===== config.mk =====
export PLATFORM = sky130hd
export DESIGN_NAME = acc_req_buffer_flat
export DESIGN_NICKNAME = d
export VERILOG_FILES = /design/src/rtl/acc_req_buffer_pkg.sv /design/src/rtl/acc_req_buffer_if.sv /design/src/rtl/acc_req_buffer.sv /design/src/flat_wrapper.sv
export SDC_FILE = /design/constraint.sdc
export NUM_CORES = 2
export LEC_CHECK = 0
export ABC_AREA = 1
export CORE_MARGIN = 4
export CORE_UTILIZATION = 61
export CTS_BUF_LIST = sky130_fd_sc_hd__clkbuf_4 sky130_fd_sc_hd__clkbuf_8
export DETAILED_ROUTE_END_ITERATION = 12
export HOLD_SLACK_MARGIN = 0.03
export PLACE_DENSITY = 0.81
export SLEW_MARGIN = 20
export SYNTH_ARGS = -nofsm -noshare
export SYNTH_HDL_FRONTEND = slang
export SYNTH_SLANG_ARGS = --single-unit
export TNS_END_PERCENT = 50

===== constraint.sdc =====
create_clock -name clk_i -period 3.77 [get_ports clk_i]
set_input_delay 0.5655 -clock clk_i [delete_from_list [all_inputs] [get_ports clk_i]]
set_output_delay 0.5655 -clock clk_i [all_outputs]
set_load 0.05 [all_outputs]

===== src/rtl/acc_req_buffer_pkg.sv =====
// rtl/acc_req_buffer_pkg.sv - shared types and widths for the accelerator request buffer
package acc_req_buffer_pkg;

    localparam int XLEN                = 64;
    localparam int NrScoreboardEntries = 8;
    localparam int TransIdWidth        = $clog2(NrScoreboardEntries);

    typedef logic [TransIdWidth-1:0] trans_id_t;

    typedef struct packed {
        logic [31:0]     insn;
        logic [XLEN-1:0] rs1;
        logic [XLEN-1:0] rs2;
        trans_id_t       trans_id;
    } acc_req_t;

    typedef struct packed {
        trans_id_t       trans_id;
        logic [XLEN-1:0] result;
        logic            error;
    } acc_resp_t;

endpackage


===== src/rtl/acc_req_buffer_if.sv =====
// rtl/acc_req_buffer_if.sv - issue, accelerator and writeback channels of the request buffer
interface acc_req_buffer_if;
    import acc_req_buffer_pkg::*;

    logic                req_valid_i;
    logic                req_ready_o;
    logic [31:0]         req_insn_i;
    logic [XLEN-1:0]     req_rs1_i;
    logic [XLEN-1:0]     req_rs2_i;
    trans_id_t           req_trans_id_i;

    logic                acc_req_valid_o;
    logic                acc_req_ready_i;
    logic [31:0]         acc_req_insn_o;
    logic [XLEN-1:0]     acc_req_rs1_o;
    logic [XLEN-1:0]     acc_req_rs2_o;
    trans_id_t           acc_req_trans_id_o;

    logic                acc_resp_valid_i;
    trans_id_t           acc_resp_trans_id_i;
    logic [XLEN-1:0]     acc_resp_result_i;
    logic                acc_resp_error_i;

    logic                wb_valid_o;
    trans_id_t           wb_trans_id_o;
    logic [XLEN-1:0]     wb_result_o;
    logic                wb_exception_o;

    // Buffer side
    modport slave (
        input  req_valid_i, req_insn_i, req_rs1_i, req_rs2_i, req_trans_id_i,
        output req_ready_o,
        output acc_req_valid_o, acc_req_insn_o, acc_req_rs1_o, acc_req_rs2_o, acc_req_trans_id_o,
        input  acc_req_ready_i,
        input  acc_resp_valid_i, acc_resp_trans_id_i, acc_resp_result_i, acc_resp_error_i,
        output wb_valid_o, wb_trans_id_o, wb_result_o, wb_exception_o
    );

    // Issue stage / accelerator / scoreboard side
    modport master (
        output req_valid_i, req_insn_i, req_rs1_i, req_rs2_i, req_trans_id_i,
        input  req_ready_o,
        input  acc_req_valid_o, acc_req_insn_o, acc_req_rs1_o, acc_req_rs2_o, acc_req_trans_id_o,
        output acc_req_ready_i,
        output acc_resp_valid_i, acc_resp_trans_id_i, acc_resp_result_i, acc_resp_error_i,
        input  wb_valid_o, wb_trans_id_o, wb_result_o, wb_exception_o
    );

endinterface


===== src/rtl/acc_req_buffer.sv =====
// rtl/acc_req_buffer.sv - commit-gated request buffer between issue stage and vector accelerator
module acc_req_buffer
    import acc_req_buffer_pkg::*;
#(
    parameter int Depth          = 8,
    parameter int MaxOutstanding = 7
) (
    input  logic             clk_i,
    input  logic             rst_ni,
    input  logic             flush_i,
    input  logic             commit_i,
    output logic             idle_o,
    acc_req_buffer_if.slave  bus
);

    localparam int IdxW = $clog2(Depth);
    localparam int PtrW = IdxW + 1;
    localparam int CntW = $clog2(MaxOutstanding + 1);

    typedef logic [PtrW-1:0] ptr_t;
    typedef logic [CntW-1:0] cnt_t;

    acc_req_t mem_q [Depth];
    acc_req_t mem_d [Depth];
    ptr_t     wr_ptr_q, wr_ptr_d;
    ptr_t     cmt_ptr_q, cmt_ptr_d;
    ptr_t     iss_ptr_q, iss_ptr_d;
    cnt_t     outs_q, outs_d;
    logic     wb_valid_q, wb_valid_d;
    acc_resp_t wb_q, wb_d;

    logic full, req_ready, enq, do_commit, acc_valid, issue;

    always_comb begin
        mem_d      = mem_q;
        full       = (wr_ptr_q - iss_ptr_q) == ptr_t'(Depth);
        req_ready  = !full && !flush_i;
        enq        = bus.req_valid_i && req_ready;
        do_commit  = commit_i && (cmt_ptr_q != wr_ptr_q);
        acc_valid  = (iss_ptr_q != cmt_ptr_q) && (outs_q < cnt_t'(MaxOutstanding));
        issue      = acc_valid && bus.acc_req_ready_i;

        if (enq) begin
            mem_d[wr_ptr_q[IdxW-1:0]] = '{insn:     bus.req_insn_i,
                                          rs1:      bus.req_rs1_i,
                                          rs2:      bus.req_rs2_i,
                                          trans_id: bus.req_trans_id_i};
        end

        // Commit is resolved before flush so a same-cycle commit survives the rollback.
        cmt_ptr_d = cmt_ptr_q + ptr_t'(do_commit);
        wr_ptr_d  = flush_i ? cmt_ptr_d : wr_ptr_q + ptr_t'(enq);
        iss_ptr_d = iss_ptr_q + ptr_t'(issue);

        outs_d = outs_q;
        if (issue && !bus.acc_resp_valid_i) begin
            outs_d = outs_q + cnt_t'(1);
        end else if (!issue && bus.acc_resp_valid_i && outs_q != '0) begin
            outs_d = outs_q - cnt_t'(1);
        end

        wb_valid_d = bus.acc_resp_valid_i;
        wb_d       = '{trans_id: bus.acc_resp_trans_id_i,
                       result:   bus.acc_resp_result_i,
                       error:    bus.acc_resp_error_i};
    end

    always_ff @(posedge clk_i) begin
        if (!rst_ni) begin
            mem_q      <= '{default: '0};
            wr_ptr_q   <= '0;
            cmt_ptr_q  <= '0;
            iss_ptr_q  <= '0;
            outs_q     <= '0;
            wb_valid_q <= 1'b0;
            wb_q       <= '0;
        end else begin
            mem_q      <= mem_d;
            wr_ptr_q   <= wr_ptr_d;
            cmt_ptr_q  <= cmt_ptr_d;
            iss_ptr_q  <= iss_ptr_d;
            outs_q     <= outs_d;
            wb_valid_q <= wb_valid_d;
            wb_q       <= wb_d;
        end
    end

    assign bus.req_ready_o        = req_ready;
    assign bus.acc_req_valid_o    = acc_valid;
    assign bus.acc_req_insn_o     = mem_q[iss_ptr_q[IdxW-1:0]].insn;
    assign bus.acc_req_rs1_o      = mem_q[iss_ptr_q[IdxW-1:0]].rs1;
    assign bus.acc_req_rs2_o      = mem_q[iss_ptr_q[IdxW-1:0]].rs2;
    assign bus.acc_req_trans_id_o = mem_q[iss_ptr_q[IdxW-1:0]].trans_id;
    assign bus.wb_valid_o         = wb_valid_q;
    assign bus.wb_trans_id_o      = wb_q.trans_id;
    assign bus.wb_result_o        = wb_q.result;
    assign bus.wb_exception_o     = wb_q.error;
    assign idle_o                 = (wr_ptr_q == iss_ptr_q) && (outs_q == '0);

    commit_has_entry: assert property (@(posedge clk_i) disable iff (!rst_ni)
        commit_i |-> (cmt_ptr_q != wr_ptr_q));

    resp_has_outstanding: assert property (@(posedge clk_i) disable iff (!rst_ni)
        bus.acc_resp_valid_i |-> (outs_q != '0));

endmodule


===== src/flat_wrapper.sv =====
// flat-port wrapper written by rule: the top's interface ports become plain ports
module acc_req_buffer_flat import acc_req_buffer_pkg::*;
#(
    parameter int Depth          = 8,
    parameter int MaxOutstanding = 7
)
  (clk_i, rst_ni, flush_i, commit_i, idle_o, bus_req_valid_i, bus_req_insn_i, bus_req_rs1_i, bus_req_rs2_i, bus_req_trans_id_i, bus_req_ready_o, bus_acc_req_valid_o, bus_acc_req_insn_o, bus_acc_req_rs1_o, bus_acc_req_rs2_o, bus_acc_req_trans_id_o, bus_acc_req_ready_i, bus_acc_resp_valid_i, bus_acc_resp_trans_id_i, bus_acc_resp_result_i, bus_acc_resp_error_i, bus_wb_valid_o, bus_wb_trans_id_o, bus_wb_result_o, bus_wb_exception_o);
  acc_req_buffer_if bus_i ();
  input  logic clk_i;
  input  logic rst_ni;
  input  logic flush_i;
  input  logic commit_i;
  output logic idle_o;
  input wire logic [$bits(bus_i.req_valid_i)-1:0] bus_req_valid_i;
  input wire logic [$bits(bus_i.req_insn_i)-1:0] bus_req_insn_i;
  input wire logic [$bits(bus_i.req_rs1_i)-1:0] bus_req_rs1_i;
  input wire logic [$bits(bus_i.req_rs2_i)-1:0] bus_req_rs2_i;
  input wire logic [$bits(bus_i.req_trans_id_i)-1:0] bus_req_trans_id_i;
  output wire logic [$bits(bus_i.req_ready_o)-1:0] bus_req_ready_o;
  output wire logic [$bits(bus_i.acc_req_valid_o)-1:0] bus_acc_req_valid_o;
  output wire logic [$bits(bus_i.acc_req_insn_o)-1:0] bus_acc_req_insn_o;
  output wire logic [$bits(bus_i.acc_req_rs1_o)-1:0] bus_acc_req_rs1_o;
  output wire logic [$bits(bus_i.acc_req_rs2_o)-1:0] bus_acc_req_rs2_o;
  output wire logic [$bits(bus_i.acc_req_trans_id_o)-1:0] bus_acc_req_trans_id_o;
  input wire logic [$bits(bus_i.acc_req_ready_i)-1:0] bus_acc_req_ready_i;
  input wire logic [$bits(bus_i.acc_resp_valid_i)-1:0] bus_acc_resp_valid_i;
  input wire logic [$bits(bus_i.acc_resp_trans_id_i)-1:0] bus_acc_resp_trans_id_i;
  input wire logic [$bits(bus_i.acc_resp_result_i)-1:0] bus_acc_resp_result_i;
  input wire logic [$bits(bus_i.acc_resp_error_i)-1:0] bus_acc_resp_error_i;
  output wire logic [$bits(bus_i.wb_valid_o)-1:0] bus_wb_valid_o;
  output wire logic [$bits(bus_i.wb_trans_id_o)-1:0] bus_wb_trans_id_o;
  output wire logic [$bits(bus_i.wb_result_o)-1:0] bus_wb_result_o;
  output wire logic [$bits(bus_i.wb_exception_o)-1:0] bus_wb_exception_o;
  assign bus_i.req_valid_i = bus_req_valid_i;
  assign bus_i.req_insn_i = bus_req_insn_i;
  assign bus_i.req_rs1_i = bus_req_rs1_i;
  assign bus_i.req_rs2_i = bus_req_rs2_i;
  assign bus_i.req_trans_id_i = bus_req_trans_id_i;
  assign bus_req_ready_o = bus_i.req_ready_o;
  assign bus_acc_req_valid_o = bus_i.acc_req_valid_o;
  assign bus_acc_req_insn_o = bus_i.acc_req_insn_o;
  assign bus_acc_req_rs1_o = bus_i.acc_req_rs1_o;
  assign bus_acc_req_rs2_o = bus_i.acc_req_rs2_o;
  assign bus_acc_req_trans_id_o = bus_i.acc_req_trans_id_o;
  assign bus_i.acc_req_ready_i = bus_acc_req_ready_i;
  assign bus_i.acc_resp_valid_i = bus_acc_resp_valid_i;
  assign bus_i.acc_resp_trans_id_i = bus_acc_resp_trans_id_i;
  assign bus_i.acc_resp_result_i = bus_acc_resp_result_i;
  assign bus_i.acc_resp_error_i = bus_acc_resp_error_i;
  assign bus_wb_valid_o = bus_i.wb_valid_o;
  assign bus_wb_trans_id_o = bus_i.wb_trans_id_o;
  assign bus_wb_result_o = bus_i.wb_result_o;
  assign bus_wb_exception_o = bus_i.wb_exception_o;
  acc_req_buffer #(.Depth(Depth), .MaxOutstanding(MaxOutstanding)) u_core (.clk_i(clk_i), .rst_ni(rst_ni), .flush_i(flush_i), .commit_i(commit_i), .idle_o(idle_o), .bus(bus_i));
endmodule

Word level (Yosys, flattened, before mapping)
Cells that the tools add are included.
{"block": "totals", "out_inout_bits": 235, "regBits": 1388, "wordCells": 82}
{"block": "classes", "n_mux": 9, "addsub": 6, "eq_ne": 4, "magnitude_cmp": 4, "bitwise_logic": 2, "n_reduce_logical": 17}
{"op": "$bwmux W1304", "count": 1}
{"op": "$bmux W163 S3", "count": 1}
{"op": "$demux W163 S3", "count": 1}
{"op": "$mux W163", "count": 3}
{"op": "$add A4 B1 Y4", "count": 3}
{"op": "$logic_and A1 B1 Y1", "count": 10}
{"op": "$ge A4 B4 Y1 const B", "count": 2}
{"op": "$ne A4 B4 Y1", "count": 2}
{"op": "$not A3 Y4", "count": 2}
{"op": "$mux W3", "count": 2}
{"op": "$eq A4 B4 Y1", "count": 1}
{"op": "$eq A4 B4 Y1 const B", "count": 1}
{"op": "$logic_not A1 Y1", "count": 4}
{"op": "$lt A4 B1 Y1 const B", "count": 1}
{"op": "$mux W4", "count": 1}
{"op": "$sub A4 B4 Y4", "count": 1}
{"op": "$add A3 B1 Y3 const B", "count": 1}
{"op": "$logic_not A3 Y1", "count": 1}
{"op": "$lt A3 B3 Y1 const B", "count": 1}
{"op": "$reduce_bool A3 Y1", "count": 1}
{"op": "$sub A3 B1 Y3 const B", "count": 1}
{"op": "$reduce_bool A2 Y1", "count": 1}

Logic depth before layout (Yosys ltp)
{"block": "logic_depth", "depth_word": 8, "ltp_mapped": 16}

Worst setup path after synthesis
OpenSTA, ideal clock, no wires.
{"block": "synth_path", "path_type": "register -> output", "from": "register u_core.iss_ptr_q[1]", "to": "output port idle_o", "setup_slack_ps": 838, "arrival_ps": 2367, "path_buffers": 2, "path_stages_with_launch": 7, "required_ps": 3204, "path_cell_list": "dfxtp_1 clkinv_1 clkbuf_1 clkbuf_1 ha_1 nand3_1 nor3_1"}
{"block": "synth_via", "elab_chain_len": 2}
{"element": "start, declared", "line_no": "acc_req_buffer.sv:27", "text": "ptr_t iss_ptr_q, iss_ptr_d;"}
{"element": "start signal, assigned", "line_no": "acc_req_buffer.sv:81", "text": "iss_ptr_q <= iss_ptr_d;"}
{"element": "$eq A4 B4 Y1", "line_no": "acc_req_buffer.sv:98", "text": "assign idle_o = (wr_ptr_q == iss_ptr_q) && (outs_q == '0);"}
{"element": "$logic_and A1 B1 Y1", "line_no": "acc_req_buffer.sv:98"}
{"element": "end, declared", "line_no": "flat_wrapper.sv:13", "text": "output logic idle_o;"}
Every way passes these cells.

Worst setup path in the final report
{"block": "layout_path", "from": "register u_core.iss_ptr_q[0]", "to": "output port bus_acc_req_rs1_o[20]"}
{"block": "layout_via", "elab_chain_len": 4}
{"element": "$not A3 Y4 (implied by the code)", "line_no": "acc_req_buffer.sv:91", "text": "assign bus.acc_req_rs1_o = mem_q[iss_ptr_q[IdxW-1:0]].rs1;"}
{"element": "$bmux W163 S3", "line_no": "acc_req_buffer.sv:91"}
{"element": "$mux W163 (2 in series)"}
{"element": "end, declared", "line_no": "flat_wrapper.sv:22", "text": "output wire logic [$bits(bus_i.acc_req_rs1_o)-1:0] bus_acc_req_rs1_o;"}
Every way passes these cells. The select of a mux whose other input is x is not followed.

==> out/results.tsv <==
metric	value	unit
status	finished, final reports clean	
Initial Util	0.614	
worst setup path startpoint	u_core.iss_ptr_q[0]$_SDFF_PN0_	
Mapped Avg Cell Area	6.25	um^2
gr ovfl total	0	
number of flops mapped to enable cells by yosys	0	
Most used DFF post-synth	dfxtp_1	
RSZ-0062 raised after global routing	yes	
Crit path depth	6	
post-synthesis mux area share	0	
Final setup viols	0	
TritonCTS clock tree	yes	
nets	10900	
VDD IR max	617	uV
DRC viols	0	
RR Endpoint	u_core.mem_q[1050]$_SDFFE_PN0P_	
CP top delay family	buffers and inverters	
CP Cell Sequence	buf_12, inv_16, buf_6, o21ai_0, a31oi_1, buf_12	
Rows	121	
placed cells	11800	
Area growth syn-to-layout	14.6	%
Worst path slowest cell	a31oi_1	
gr usage total	0.297	
Net Sw Frac	0.365	
Synth Area in Simple Gates	0.321	
power share of the clock group	0.304	
reg2reg path depth	12	
Fmax	0.273	GHz
H-tree Lvls	4	
Slowest Stage Delay on Critical Path	0.54	ns
layout cells sized above 1	0.0621	
Layout Cells excl Fill	12200	
number of DRC markers in iteration 0	5882	
Ports	473	
Post-Synth Adder-Cell Area	0.00199	
Synth Instances	10700	
Synthesized Nets	10900	
CP Data Arrival Time	3.10	ns
share of the synthesized area in the top cell type	0.416	
synthesis warning total	0	
reg2reg setup slack	0.68	ns
Area contributors post-synth	dfxtp_1 (42%), nand2_1 (17%), nor2_1 (15%), inv_1 (7.9%), a21oi_1 (3.7%)	
pre-CTS WS	0.569	ns
core area	109000	um^2
slew margin rel.	0.390	
CP required	3.20	ns
HP Class	input pin to register	
sequential fraction of the synthesis area	0.416	
Clk Latency, worst-skew pair	0.91	ns
Pins Over Slew Limit	0	
Avg WL per Cell	14.7	um
CTS max path bufs	3	
xor/xnor share of the synthesized area	0.00118	
first-pass GRT wire length	287000	um
number of max-cap violations	0	
cts bufs inserted	221	
leak pwr	39.6	nW
initial antenna violation count	25	
Overall Power	44.5	mW
TritonCTS sink count	1388	
Die ar.	115000	um^2
unique cell type count in the Yosys netlist	27	
final WL	180000	um
post-synthesis register bit count	1388	
most common cell in the netlist	nand2_1	
CP Max Fanout	109	
clock skew	0.0376	ns
pwr dens	581	nW/um^2
critical path class	register to output port	
Internal	28.2	mW
Synth area leader	dfxtp_1	
GP Congestion	0.792	
I/O Buffers	472	
clk slew on worst S/H paths	0.06	ns
post-synthesis cell area	66700	um^2
Setup TNS	0	ns
crit-path most repeated cell	buf_12	
Worst setup EP type	output port	
minimum clock period	3.67	ns
Worst Tran Pin Value	0.914	ns
DRT Pass-1 Iters	7	
Compound-Gate Fraction of Synth Area	0.111	
final worst path period share	0.973	
Die Width	339	um
CP Launch Type	register	
reg2reg start	u_core.iss_ptr_q[2]$_SDFF_PN0_	
Vias/cell	5.14	
main combinational cell family by area after synthesis	simple AND/OR/NAND/NOR gates	
DP Wirelength	98400	um
sequential cell fraction of total power	0.349	
Worst Slack Setup Final	0.101	ns
vias in the first global route	57100	
Synth top cells by count	nand2_1 (3041), nor2_1 (2624), inv_1 (1399)	
Worst Setup EP	bus_acc_req_rs1_o[20]	
Gate power share	0.347	
CP Buf/Inv Count	4	
Final Hold Fails	0	
Antenna Violating Nets Remaining	0	
detailed-route via count	62900	
Die Height	339	um
Post-synth ARST share	0	
largest net degree at the start of global routing	171	
clock root cell	clkbuf_8	
Psw	16.2	mW
[cell usage in the layout, fill, tap and decap left out, types with 3 or more instances in the layout]
| cell | instances |
|---|---|
| a21oi_1 | 497 |
| a221oi_1 | 162 |
| a31oi_1 | 155 |
| a31oi_2 | 8 |
| buf_12 | 179 |
| buf_16 | 6 |
| buf_4 | 58 |
| buf_8 | 5 |
| clkbuf_16 | 4 |
| clkbuf_4 | 98 |
| clkbuf_8 | 276 |
| clkdlybuf4s50_1 | 305 |
| clkinv_2 | 8 |
| clkinvlp_4 | 4 |
| dfxtp_1 | 1385 |
| diode_2 | 21 |
| dlygate4sd2_1 | 23 |
| ha_1 | 9 |
| inv_1 | 1396 |
| inv_2 | 4 |
| inv_6 | 3 |
| inv_8 | 3 |
| nand2_1 | 3041 |
| nand3_1 | 12 |
| nand4_1 | 7 |
| nor2_1 | 2624 |
| nor3_1 | 8 |
| o21ai_0 | 494 |
| xnor2_1 | 4 |
| xor2_1 | 5 |
[sequential cells by signal, summed over array words and instances (netlist names)]
name,cells
u_core.bus.wb_exception_o,1
u_core.bus.wb_result_o,64
u_core.bus.wb_trans_id_o,3
u_core.bus.wb_valid_o,1
u_core.cmt_ptr_q,4
u_core.iss_ptr_q,4
u_core.mem_q,1304
u_core.outs_q,3
u_core.wr_ptr_q,4
[kinds of logic after synthesis]
logic type	Yosys count
and+or+nand+nor	5695
buffers and inverters	2265
DFF	1388
AOI/OAI and AO/OA	1318
adders and majority gates	10
xor gates and xnor gates	9
[layout make-up]
type	instances	area [um^2]
Multi-Input combinational cell	7032	29100
Fill cell	8939	32200
Antenna cell	21	52.6
Inverter	1403	5310
Tap cell	1414	1770
Timing Repair Buffer	586	7720
Clock buffer	374	4530
Clock inverter	20	176
Sequential cell	1388	27800
[power by group through the flow]
stage	clock, mW	combinational (mW)	sequential, mW
after floorplan	0	8.84	15.9
after global placement	0	14.8	15.8
after detailed placement	0	14.9	15.8
after CTS	13.7	15.0	15.5
after global routing	14.4	16.4	15.5
final	13.5	15.4	15.5
[metrics by stage]
| step | utilization | cell area (um^2) | hold slack (ns) |
|---|---|---|---|
| finish | 0.704 | 76500 | 0.196 |
| floorplan | - | 66700 | 0.469 |
| CTS | 0.701 | 76200 | 0.115 |
| global route | 0.703 | 76500 | 0.142 |
| detailed placement | 0.656 | 71300 | 0.494 |
| global placement | 0.656 | 71300 | 0.492 |
[layer usage]
layer  share of wire  up-vias  GRT usage
met3           0.082      302     0.0574
met4           0.023       10     0.0951
met1            0.43    28500      0.389
met2            0.46     2272      0.495
li1                -    31800          -
met5         0.00035        -          0
[timing repair]
item | CTS | global route
setup endpoints to repair | 159 | 63
hold buffers | 1 | 0
hold endpoints to repair | 25 | 0
buffers inserted | 0 | 10
cloned | 2 | 4
resized for setup | 47 | 12
[worst min path at each step]
stage                                                       end  depth (start not counted)  slack (ns)                           start
after floorplan                  u_core.iss_ptr_q[3]$_SDFF_PN0_                          2        0.47  u_core.iss_ptr_q[3]$_SDFF_PN0_
after global placement           u_core.iss_ptr_q[3]$_SDFF_PN0_                          2        0.49  u_core.iss_ptr_q[3]$_SDFF_PN0_
after detailed placement         u_core.mem_q[742]$_SDFFE_PN0P_                          4        0.49  u_core.mem_q[742]$_SDFFE_PN0P_
after CTS                 u_core.bus.wb_result_o[42]$_SDFF_PN0_                          3        0.11       bus_acc_resp_result_i[42]
after global routing      u_core.bus.wb_result_o[42]$_SDFF_PN0_                          3        0.14       bus_acc_resp_result_i[42]
final                     u_core.bus.wb_result_o[35]$_SDFF_PN0_                          3        0.20       bus_acc_resp_result_i[35]
[worst reg2reg max path: cells and delay by family (launching register included)]
kind / cells / cell delay (ns)
compound gates: 1 / 0.20
fa+ha+maj: 1 / 0.40
buf+inv: 2 / 0.66
flops: 1 / 0.46
simple gates: 8 / 1.33
Power figures use the tool's default switching activity.
